===== config.mk =====
export PLATFORM = sky130hd
export DESIGN_NAME = piso_uart_tx
export DESIGN_NICKNAME = d
export VERILOG_FILES = /design/src/rtl/piso_uart_tx.sv
export SDC_FILE = /design/constraint.sdc
export NUM_CORES = 1
export LEC_CHECK = 0
export ABC_AREA = 0
export CAP_MARGIN = 5
export CORE_MARGIN = 1
export CORE_UTILIZATION = 45
export DETAILED_ROUTE_END_ITERATION = 10
export DONT_BUFFER_PORTS = 1
export PLACE_DENSITY = 0.58
export SLEW_MARGIN = 25
export SYNTH_ARGS = -nofsm -noshare
export SYNTH_HDL_FRONTEND = slang
export SYNTH_SLANG_ARGS = --single-unit

===== constraint.sdc =====
create_clock -name Clk -period 3 [get_ports Clk]
set_input_delay 0.6 -clock Clk [delete_from_list [all_inputs] [get_ports Clk]]
set_output_delay 0.6 -clock Clk [all_outputs]
set_load 0.02 [all_outputs]

===== src/rtl/piso_uart_tx.sv =====
// Splits a parallel word into BYTE_W-wide bytes, LSB byte first, and writes them
// one per cycle into a downstream TX FIFO. The FIFO full flag stalls the transfer.
module piso_uart_tx #(
  parameter int NUM_BYTES = 4,
  parameter int BYTE_W    = 8
) (
  input  logic                        Clk,
  input  logic                        Rst,
  input  logic                        i_start,
  input  logic [NUM_BYTES*BYTE_W-1:0] i_word,
  input  logic                        no_write,
  output logic                        w_flag,
  output logic [BYTE_W-1:0]           Written_value,
  output logic                        o_busy,
  output logic                        o_done
);

  // state | meaning
  // IDLE  | waiting for i_start; the word is captured on the accepting edge
  // SEND  | one byte per cycle to the FIFO, held while no_write is high
  // DONE  | single-cycle o_done pulse, then back to IDLE

  localparam int WORD_W = NUM_BYTES * BYTE_W;
  localparam int CNT_W  = (NUM_BYTES > 1) ? $clog2(NUM_BYTES) : 1;
  localparam logic [CNT_W-1:0] LAST_BYTE = CNT_W'(NUM_BYTES - 1);

  typedef enum logic [1:0] {
    IDLE = 2'd0,
    SEND = 2'd1,
    DONE = 2'd2
  } state_t;

  state_t              state;
  state_t              state_nxt;
  logic [WORD_W-1:0]   shift_q;
  logic [CNT_W-1:0]    cnt_q;
  logic                last_byte;

  assign last_byte     = (cnt_q == LAST_BYTE);
  assign Written_value = shift_q[BYTE_W-1:0];

  always_ff @(posedge Clk or negedge Rst) begin
    if (!Rst) begin
      state <= IDLE;
    end else begin
      state <= state_nxt;
    end
  end

  always_comb begin
    state_nxt = state;
    w_flag    = 1'b0;
    o_busy    = 1'b0;
    o_done    = 1'b0;
    case (state)
      IDLE: begin
        if (i_start) state_nxt = SEND;
      end
      SEND: begin
        o_busy = 1'b1;
        w_flag = !no_write;
        if (!no_write && last_byte) state_nxt = DONE;
      end
      DONE: begin
        o_done    = 1'b1;
        state_nxt = IDLE;
      end
      default: state_nxt = IDLE;
    endcase
  end

  // The counter stops at the last index so it never wraps inside a word.
  always_ff @(posedge Clk or negedge Rst) begin
    if (!Rst) begin
      shift_q <= '0;
      cnt_q   <= '0;
    end else if (state == IDLE && i_start) begin
      shift_q <= i_word;
      cnt_q   <= '0;
    end else if (w_flag) begin
      shift_q <= shift_q >> BYTE_W;
      if (!last_byte) cnt_q <= cnt_q + 1'b1;
    end
  end

endmodule

## Word-level counts from Yosys, hierarchy flattened

Index checks and enable logic that the tools add are counted.

- Input bits: 36
- Output and inout port bits: 11
- Logic and storage cells: 28
- Register bits after elaboration: 36

- Equality and inequality tests: 6
- Reduce and logical (&&, ||, !) cells: 7
- Multiplexer cells: 11
- Add/sub/neg operators: 1

Operator list:

| kind | number |
|---|---|
| $mux 32 | 2 |
| $mux 2 | 5 |
| $eq 2x2->1 const B | 2 |
| $ne 2x2->1 const B | 2 |
| $pmux 2 s2 | 1 |
| $reduce_and 2->1 | 2 |
| $mux 1 | 3 |
| $add 2x1->2 const B | 1 |
| $eq 2x1->1 const B | 1 |
| $logic_and 1x1->1 | 2 |
| $logic_not 2->1 | 1 |
| $ne 2x1->1 const B | 1 |
| $reduce_bool 2->1 | 1 |
| $logic_not 1->1 | 1 |

## Depth between registers and ports, before layout

- Word-level depth: 4
- Gate-level depth with buffers: 6
- Gate-level depth less buffers: 4

## Least setup slack after synthesis

No wires, ideal clock.

- Path type: input to output
- Start point: input no_write
- End point: output w_flag
- Stages on the path: 4
- Slack: 1073 ps
- Required time: 2400 ps
- Path buffers: 2
- Arrival time: 1327 ps
- Cell sequence: or3b_1 -> buf_6 -> clkinv_4 -> buf_4

- Cells in the longest elaborated chain, start to end: 2

Ends and longest elaborated chain:

| element | RTL line | text |
|---|---|---|
| from (decl) | 11 | `input logic no_write,` |
| $logic_not 1->1 | 61 | `w_flag = !no_write;` |
| $mux 1 | 55 | `case (state)` |
| to (decl) | 12 | `output logic w_flag,` |

No other way between the ends.

## Worst setup path after layout

- Start point: register state[1]
- End point: output w_flag

- Cells in the longest elaborated chain, start to end: 2

Ends and longest elaborated chain:

| element | RTL line | text |
|---|---|---|
| from (decl) | 33 | `state_t state;` |
| from (signal assigned) | 46 | `state <= state_nxt;` |
| $eq 2x1->1 | 55 |  |
| $mux 1 | 55 |  |

No other way between the ends.

==> metrics.txt <==
placed insts=171; Worst-Skew Late Latency=340 ps; # nets final=170; Yosys cell types=22; chip height=62.1 um; Final period util=69.4%; mapped cell area=1620 um^2; #FFs+latches synth=36; vias per inst=5.81; H-tree Lvls=2; Arr. time, crit path=1480 ps; CTS clk-pin slew, worst paths=110 ps; CP Max Fanout=27; Hold Path Class=input port to asynchronous set/reset pin; commonest non-fill, non-tap cell in the layout=dfrtp_1; initial antenna violation count=0; nature of the critical path endpoint=output pin; GRT overflow=0; Area Overhead vs Synth=3.08%; post-CTS sizing=0; Setup CP Type=flop to output pin; Clock Sinks=36; Worst path slowest cell=or3b_1; YS warnings=0; CP max stage delay=460 ps; Finished Layout Cells=180; CP Depth=2; CP bufs+invs=1; slew of the pin with the lowest slew margin=802 ps; setup_tns=0 ps; Post-CTS Setup Inserts=0; syn avg cell area=11.5 um^2; Detailed Routing Iterations Pass 1=5; CTS tree=yes; hold_ws=70.0 ps; status=completed; Final Hold Fails=0; number of I/O pins=47; most frequent cells in the layout=dfrtp_1, a22o_1, nand2_1, a21oi_1; WL/cell=17.0 um; core area=3390 um^2; antenna-violating nets left=0; Syn Nets=178; Total GRT Usage=18.7%; number of port buffers=0; Max Cap Viol=0; die area=3850 um^2; fin crit period=2080 ps; CP top delay family=simple AND/OR/NAND/NOR gates; Leak Pwr=0.832 nW; Max transition margin=46.5%; Routed WL=3060 um; Pwr Density=1050 nW/um^2; Post-synth EDFFs=0; Root Driver=clkbuf_4; proportion of layout cells with a drive suffix above 1=10.4%; Setup Viol. Count Final=0; Slew Viols, Final=0; Remaining DRCs=0; R2R cell count=4; n_diodes=0; clock skew=5.49 ps; die width=62.1 um; Worst setup SP type=flop; first-pass GRT wire length=4900 um; fmax=0.480 GHz; required time of the critical path=2400 ps; vias in the first global route=967; deepest clock path buffer count=2; GPL Wtd Cong=0.731; Peak VDD IR=0.392 mV; pin count of the biggest net entering global routing=37; total number of vias=1,046; # rows=21; Initial Util=47.9%; Mapped Cells=141; ys async rst share=100%; cells along the critical path=or3b_1 -> clkinv_4; Main synth FF type=dfrtp_1; 1st-iter DRT viols=62; sequential fraction of the synthesis area=55.5%; unrepaired setup endpoints after global routing=false; total CTS buffers=5; Post-CTS Hold Buffers=1
==> worst reg2reg max path: stages (launching register included) <==
cell	delay, ps
dfrtp_1	450
or3b_1	260
clkinv_4	220
nor2_2	700
a22o_1	240
==> per-stage QoR <==
stage / setup slack, ps / utilization [%] / total power, mW / instance area, um^2
after detailed placement: 953 / 46.4 / 1.42 / 1570
after global placement: 1050 / 46.4 / 1.39 / 1570
final: 917 / 49.4 / 1.75 / 1670
after floorplan: 1070 / - / 1.41 / 1620
after CTS: 908 / 49.4 / 1.77 / 1670
after global routing: 843 / 49.4 / 1.89 / 1670
==> state kept, by name, indices dropped and copies added (netlist names) <==
register	count
shift_q	32
cnt_q	2
state	2
==> Yosys cell counts (2+ instances only) <==
master     count  area [um^2]
o21ai_0        3         15.0
a22o_1        20          175
a2bb2oi_1     12          105
dfrtp_1       36          901
a21o_1        12         90.1
buf_6          3         33.8
nand2_1       14         52.6
a21oi_1       14         70.1
clkbuf_1       4         15.0
nor2_1         2         7.51
buf_4         10         75.1
==> layout make-up <==
type                       count  area, um^2
inverter                       2        12.5
sequential                    36         901
fill                         316        1720
timing repair buffer           3        35.0
clock inverter                 3        42.5
multi-input combinational     85         587
clock buffer                   5        37.5
tap                           46        57.6
==> per-layer routing <==
metal	track usage, %	vias to the layer above	wire [um]
li1	-	495	-
met1	25.4	503	1330
met2	25.8	43	1380
met3	7.25	5	293
met4	9.52	0	59
met5	0	-	0
==> final timing paths <==
check / start / end / slack [ps]
worst max register to register: state[0]$_DFFE_PN0P_ / shift_q[28]$_DFFE_PN0P_ / 1070
worst min-delay path: Rst / shift_q[0]$_DFFE_PN0P_ / 70
max in group asynchronous: Rst / shift_q[10]$_DFFE_PN0P_ / 2740
worst max-delay path: state[1]$_DFFE_PN0P_ / w_flag / 920
min in group Clk: i_word[29] / shift_q[29]$_DFFE_PN0P_ / 380
worst min register to register: shift_q[15]$_DFFE_PN0P_ / shift_q[15]$_DFFE_PN0P_ / 490
==> where the power goes <==
part	switching [mW]	internal, mW	total (mW)
Sequential	0.195	0.698	0.893
Combinational	0.274	0.248	0.522
Clock	0.164	0.174	0.337
Total	0.632	1.12	1.75
==> cell families (layout without fill, tap and decap cells) <==
| kind of cell | Yosys count | count (layout) | synth area share, % |
|---|---|---|---|
| simple gates | 23 | 23 | 6.94 |
| buf+inv | 20 | 13 | 8.71 |
| flops | 36 | 36 | 55.5 |
| compound gates | 61 | 61 | 28.1 |
| fa+ha+maj | 1 | 1 | 0.771 |
Note: power is estimated with default switching activity, not from simulation.
